--- src/rtl/ens_vote_pkg.sv ---
// Shared types and helpers for the ensemble vote/argmax output stage.
// Holds the FSM encoding, the summed-score width rule and the s_data slice offset.
package ens_vote_pkg;

  typedef enum logic [1:0] {
    ST_IDLE = 2'd0,
    ST_SUM  = 2'd1,
    ST_SCAN = 2'd2,
    ST_OUT  = 2'd3
  } state_t;

  // Wide enough for every member at full scale, so the class sums cannot overflow.
  function automatic int calc_sum_w(input int num_ens, input int out_bits);
    return $clog2(num_ens * ((1 << out_bits) - 1) + 1);
  endfunction

  function automatic int score_lsb(input int e, input int c,
                                   input int num_classes, input int out_bits);
    return (e * num_classes + c) * out_bits;
  endfunction

endpackage

--- src/rtl/ens_class_adder.sv ---
// Combinational sum of one class score across all ensemble members.
// Each member score is zero-extended to SUM_W before it is added.
module ens_class_adder
  import ens_vote_pkg::*;
#(
  parameter int NUM_ENS  = 2,
  parameter int OUT_BITS = 2,
  parameter int SUM_W    = calc_sum_w(NUM_ENS, OUT_BITS)
) (
  input  logic [NUM_ENS*OUT_BITS-1:0] i_scores,
  output logic [SUM_W-1:0]            o_sum
);

  always_comb begin
    o_sum = '0;
    for (int e = 0; e < NUM_ENS; e++) begin
      o_sum = o_sum + SUM_W'(i_scores[e*OUT_BITS +: OUT_BITS]);
    end
  end

endmodule

--- src/rtl/ens_vote_argmax.sv ---
// Ensemble vote: register one score vector, sum classes across members,
// then scan one class per cycle for the strict-greater argmax.
//
// state   | meaning
// IDLE    | ready for a new score vector
// SUM     | class sums registered, scan seeded with class 0
// SCAN    | compare one class per cycle, ties keep the lower index
// OUT     | result held until the consumer takes it
module ens_vote_argmax
  import ens_vote_pkg::*;
#(
  parameter int NUM_ENS     = 2,
  parameter int NUM_CLASSES = 10,
  parameter int OUT_BITS    = 2,
  parameter int SUM_W       = calc_sum_w(NUM_ENS, OUT_BITS),
  parameter int IDX_W       = $clog2(NUM_CLASSES)
) (
  input  logic                                  clk,
  input  logic                                  rst,
  input  logic                                  s_valid,
  output logic                                  s_ready,
  input  logic [NUM_ENS*NUM_CLASSES*OUT_BITS-1:0] s_data,
  output logic                                  m_valid,
  input  logic                                  m_ready,
  output logic [IDX_W-1:0]                      m_class,
  output logic [SUM_W-1:0]                      m_score
);

  localparam int DATA_W = NUM_ENS * NUM_CLASSES * OUT_BITS;
  localparam logic [IDX_W-1:0] LAST_IDX = IDX_W'(NUM_CLASSES - 1);

  state_t              r_state;
  state_t              w_state_nxt;
  logic [DATA_W-1:0]   r_data;
  logic [SUM_W-1:0]    r_sum [NUM_CLASSES];
  logic [SUM_W-1:0]    w_sum [NUM_CLASSES];
  logic [IDX_W-1:0]    r_idx;
  logic [IDX_W-1:0]    r_best_idx;
  logic [SUM_W-1:0]    r_best_val;
  logic                r_m_valid;
  logic [SUM_W-1:0]    w_cand;
  logic                w_scan_last;

  // Regroup the member-major input register into one member vector per class.
  for (genvar c = 0; c < NUM_CLASSES; c++) begin : g_cls
    logic [NUM_ENS*OUT_BITS-1:0] w_scores;
    for (genvar e = 0; e < NUM_ENS; e++) begin : g_mem
      assign w_scores[e*OUT_BITS +: OUT_BITS] =
        r_data[score_lsb(e, c, NUM_CLASSES, OUT_BITS) +: OUT_BITS];
    end
    ens_class_adder #(
      .NUM_ENS  (NUM_ENS),
      .OUT_BITS (OUT_BITS),
      .SUM_W    (SUM_W)
    ) u_adder (
      .i_scores (w_scores),
      .o_sum    (w_sum[c])
    );
  end

  assign w_cand      = r_sum[r_idx];
  assign w_scan_last = (r_idx == LAST_IDX);

  always_comb begin
    w_state_nxt = r_state;
    case (r_state)
      ST_IDLE: if (s_valid)     w_state_nxt = ST_SUM;
      ST_SUM:                   w_state_nxt = ST_SCAN;
      ST_SCAN: if (w_scan_last) w_state_nxt = ST_OUT;
      ST_OUT:  if (m_ready)     w_state_nxt = ST_IDLE;
      default:                  w_state_nxt = ST_IDLE;
    endcase
  end

  always_ff @(posedge clk) begin
    if (!rst) begin
      r_state <= ST_IDLE;
    end else begin
      r_state <= w_state_nxt;
    end
  end

  always_ff @(posedge clk) begin
    if (!rst) begin
      r_data     <= '0;
      r_idx      <= '0;
      r_best_idx <= '0;
      r_best_val <= '0;
      r_m_valid  <= 1'b0;
      for (int c = 0; c < NUM_CLASSES; c++) begin
        r_sum[c] <= '0;
      end
    end else begin
      case (r_state)
        ST_IDLE: begin
          if (s_valid) begin
            r_data <= s_data;
          end
        end
        ST_SUM: begin
          for (int c = 0; c < NUM_CLASSES; c++) begin
            r_sum[c] <= w_sum[c];
          end
          r_best_idx <= '0;
          r_best_val <= w_sum[0];
          r_idx      <= IDX_W'(1);
        end
        ST_SCAN: begin
          if (w_cand > r_best_val) begin
            r_best_idx <= r_idx;
            r_best_val <= w_cand;
          end
          // Hold at the last class rather than wrapping past it.
          if (!w_scan_last) begin
            r_idx <= r_idx + IDX_W'(1);
          end
        end
        default: ;
      endcase
      r_m_valid <= (w_state_nxt == ST_OUT);
    end
  end

  assign s_ready = (r_state == ST_IDLE);
  assign m_valid = r_m_valid;
  assign m_class = r_best_idx;
  assign m_score = r_best_val;

endmodule
--- config.mk ---
export PLATFORM = sky130hd
export DESIGN_NAME = ens_vote_argmax
export DESIGN_NICKNAME = d
export VERILOG_FILES = /design/src/rtl/ens_vote_pkg.sv /design/src/rtl/ens_class_adder.sv /design/src/rtl/ens_vote_argmax.sv
export SDC_FILE = /design/constraint.sdc
export NUM_CORES = 1
export LEC_CHECK = 0
export CAP_MARGIN = 30
export CORE_AREA = 2 2 95 97
export CTS_BUF_LIST = sky130_fd_sc_hd__clkbuf_8
export DETAILED_ROUTE_END_ITERATION = 8
export DIE_AREA = 0 0 97 99
export GPL_TIMING_DRIVEN = 1
export PLACE_DENSITY = 0.72
export SETUP_SLACK_MARGIN = 0.15
export SLEW_MARGIN = 0
export SYNTH_ARGS = -nofsm -noshare
export SYNTH_HDL_FRONTEND = slang
export SYNTH_SLANG_ARGS = --single-unit
export TNS_END_PERCENT = 20
--- constraint.sdc ---
create_clock -name clk -period 2.45 [get_ports clk]
set_input_delay 0.49 -clock clk [delete_from_list [all_inputs] [get_ports clk]]
set_output_delay 0.49 -clock clk [all_outputs]
set_load 0.005 [all_outputs]
==> run_results.csv <==
group,metric,value,unit
status,status,"complete, but fails checks",
status,violations,"setup timing",
setup_path,crit_chain,"buf_12 > buf_4 > mux4_1 > mux2_2 > o21ai_4 > ha_4 > a32o_2 > o211ai_1 > a21oi_1",
cts,root_buffer,"clkbuf_8",
cts,numCtsBuffers,9,
floorplan,die_h,99,um
setup_path,slowest_delay,0.53,ns
cts,htreeDepth,3,
place,preCtsSetupSlack,-0.08049,ns
place,dp.final_hpwl,5548,um
setup_path,crit_required,2.69,ns
timing,period_share,102.3,%
yosys,syn_inst,385,
yosys,syn_area,3974,um2
pwr,p_per_area,675.5,nW/um2
global_route,grt.total_usage,16.96,%
finish,fin_util,57.99,%
cts,clk_latency,0.36,ns
setup_path,critPathSlowestCell,"mux4_1",
global_route,overflow,0,
setup_path,cp-end-kind,"flip-flop",
floorplan,initial_core_util,46.47,%
yosys,syn_nets,454,
yosys,ys.flop_type,"dfxtp_1",
place,gp_congestion,0.8058,
setup_path,critPathLaunchType,"flip-flop",
cts,clk_pin_slew_worst_paths,0.08,ns
timing,rsz0062_at_grt,"yes",
floorplan,ioPinCount,53,
floorplan,core,8551,um2
yosys,yosysTopAreaCellShare,29.22,%
setup_path,path_class,"reg -> reg",
place,port_buffers,52,
yosys,synth_edf_count,30,
timing,hold_violations,0,
global_route,antenna_found_initial,0,
timing,skew,0.01028,ns
global_route,grt_max_degree,41,
finish,num-nets-final,503,
finish,area_growth,24.78,%
routing,routed_wl,7877,um
timing,period_minus_slack,2.506,ns
yosys,synth_seq_cells,88,
timing,worst_slack,-0.05573,ns
worst_hold_path,holdPathStages,2,
place,post_dp_cell_area,4612,um2
pwr,p_leak,1.986,nW
finish,fill_cells,729,
global_route,grt_pass1_vias,2817,
setup_path,cp.arrival,2.74,ns
finish,antenna_cells,0,
routing,wl_per_cell,14.40,um
worst_hold_path,hp-class,"reg -> reg",
timing,timing.setup.tns,-0.2629,ns
yosys,async_flop_share,0,%
yosys,yosysTopAreaCell,"dfxtp_1",
cts,cts_hold_buf,0,
pwr,finalPower,3.349,mW
timing,clock.fmax,399.1,MHz
timing,slew_violations,0,
yosys,ys_warn_count,0,
floorplan,num_rows,34,
routing,vias,2904,
yosys,seq_area_frac_synth,51.89,%
yosys,synth.area.top_cells,"dfxtp_1 29%, edfxtp_1 23%, nand2_1 8.2%",
global_route,grt_pass1_wl,13030,um
floorplan,die_area,9603,um2
timing,finalSetupViolCount,7,
job,drv_cap,0,
pwr,ir_drop,0.3236,mV
yosys,synth_area_per_cell,10.32,um2
finish,post_route_cells_drive_above_1_share,11.85,%
cts,cts_buffer_depth,2,
routing,first_pass_iters,4,
place,place_inst,527,
cts,cts.sinks,88,
yosys,synth_common_cells,"87 x nand2_1, 58 x dfxtp_1, 49 x a21oi_1",
routing,ant_nets,0,
timing,hold_ws,0.4645,ns
yosys,yosysMostFrequentCell,"nand2_1",
finish,fin_area,4959,um2
setup_path,cp_max_fo,7,
finish,layout.cells.non_filler,547,
floorplan,die_w,97,um
routing,drcViolationCount,0,
timing,relSlewSlack,68.20,%
timing,worst_pin_slew,0.4763,ns
routing,vias_per_cell,5.309,
routing,dr.first_iter.drc_count,136,
yosys,synthDistinctLibCells,39,
setup_path,reg2reg_depth,9,
cts,cts_tree,"built",
## cell usage in the layout (no fill, tap or decap), types with 2 or more instances in the layout
master / instances
nand2_1: 87
dfxtp_1: 56
clkdlybuf4s50_1: 52
a21oi_1: 47
and3_1: 32
edfxtp_1: 30
ha_1: 12
fa_1: 10
clkbuf_8: 10
buf_4: 9
nor2_1: 8
inv_1: 6
a211oi_1: 6
mux2i_1: 5
mux4_2: 4
a221oi_1: 4
nand3_1: 4
o211ai_1: 4
nor3b_1: 3
ha_4: 3
buf_12: 3
mux4_1: 2
mux2_2: 2
nor2_4: 2
a21oi_2: 2
nand2b_1: 2
and2_1: 2
o21ai_0: 2
nand3b_1: 2
nor3_1: 2
dfxtp_2: 2
clkinvlp_4: 2
bufinv_16: 2
## where the power goes
group          leakage, nW  internal, mW  switching (mW)
Clock                0.110         0.596           0.498
Combinational         1.08         0.298           0.288
Sequential           0.792          1.60          0.0660
## repair_timing
action | 4_1_cts | 5_1_grt
endpoints found under the setup margin | 7 | 8
pin swaps | 3 | 6
gates resized for setup | 7 | 11
cloned | 0 | 0
setup buffers | 3 | 1
## layer usage
layer	up-vias	routed length, um	share of wire [%]	GRT usage [%]
met3	14	397	5.0	5.106
met2	70	3774	48	27.24
met5	-	0	0	0
li1	1454	-	-	-
met1	1366	3557	45	21.52
met4	0	147	1.9	7.042
## sequential cells by signal, indices dropped and copies added, names as in the netlist, named ones only
register  cells
r_data       40
r_sum        30
m_class       4
r_idx         4
m_score       3
r_state       2
m_valid       1
## final cells by class
type / count / area [um2] / area share [%]
Clock buffer: 10 / 137.6 / 2.776
Clock inverter: 6 / 83.83 / 1.691
Inverter: 6 / 22.52 / 0.4542
Multi-Input combinational cell: 265 / 1867 / 37.65
Sequential cell: 88 / 2064 / 41.64
Tap cell: 108 / 135.1 / 2.725
Timing Repair Buffer: 64 / 648.1 / 13.07
## path summary, 6_finish.rpt
kind	slack, ns	endpoint	startpoint
setup / recovery	-0.06	m_class[2]	flip-flop
setup reg to reg	-0.06	m_class[2]	flip-flop
hold / removal	0.46	r_data[34]	r_data[34]
hold reg to reg	0.46	r_data[34]	r_data[34]
## cells by family (layout without fill, tap and decap cells)
kind of cell | count (synthesis) | count (layout) | synth area share, %
AOI/OAI and AO/OA | 75 | 75 | 11.08
adders and majority gates | 25 | 25 | 9.761
buffers and inverters | 32 | 86 | 3.432
DFF | 88 | 88 | 51.89
muxes | 14 | 14 | 6.077
and+or+nand+nor | 151 | 151 | 17.76
## critical path: cells and delay by family (launching register included)
family,cells,cell delay (ns)
adder cells (fa/ha/maj),1,0.23
AO/OA/AOI/OAI,4,0.73
multiplexers,2,0.84
buffers and inverters,2,0.22
flip-flops,1,0.35
Power figures use the tool's default switching activity.
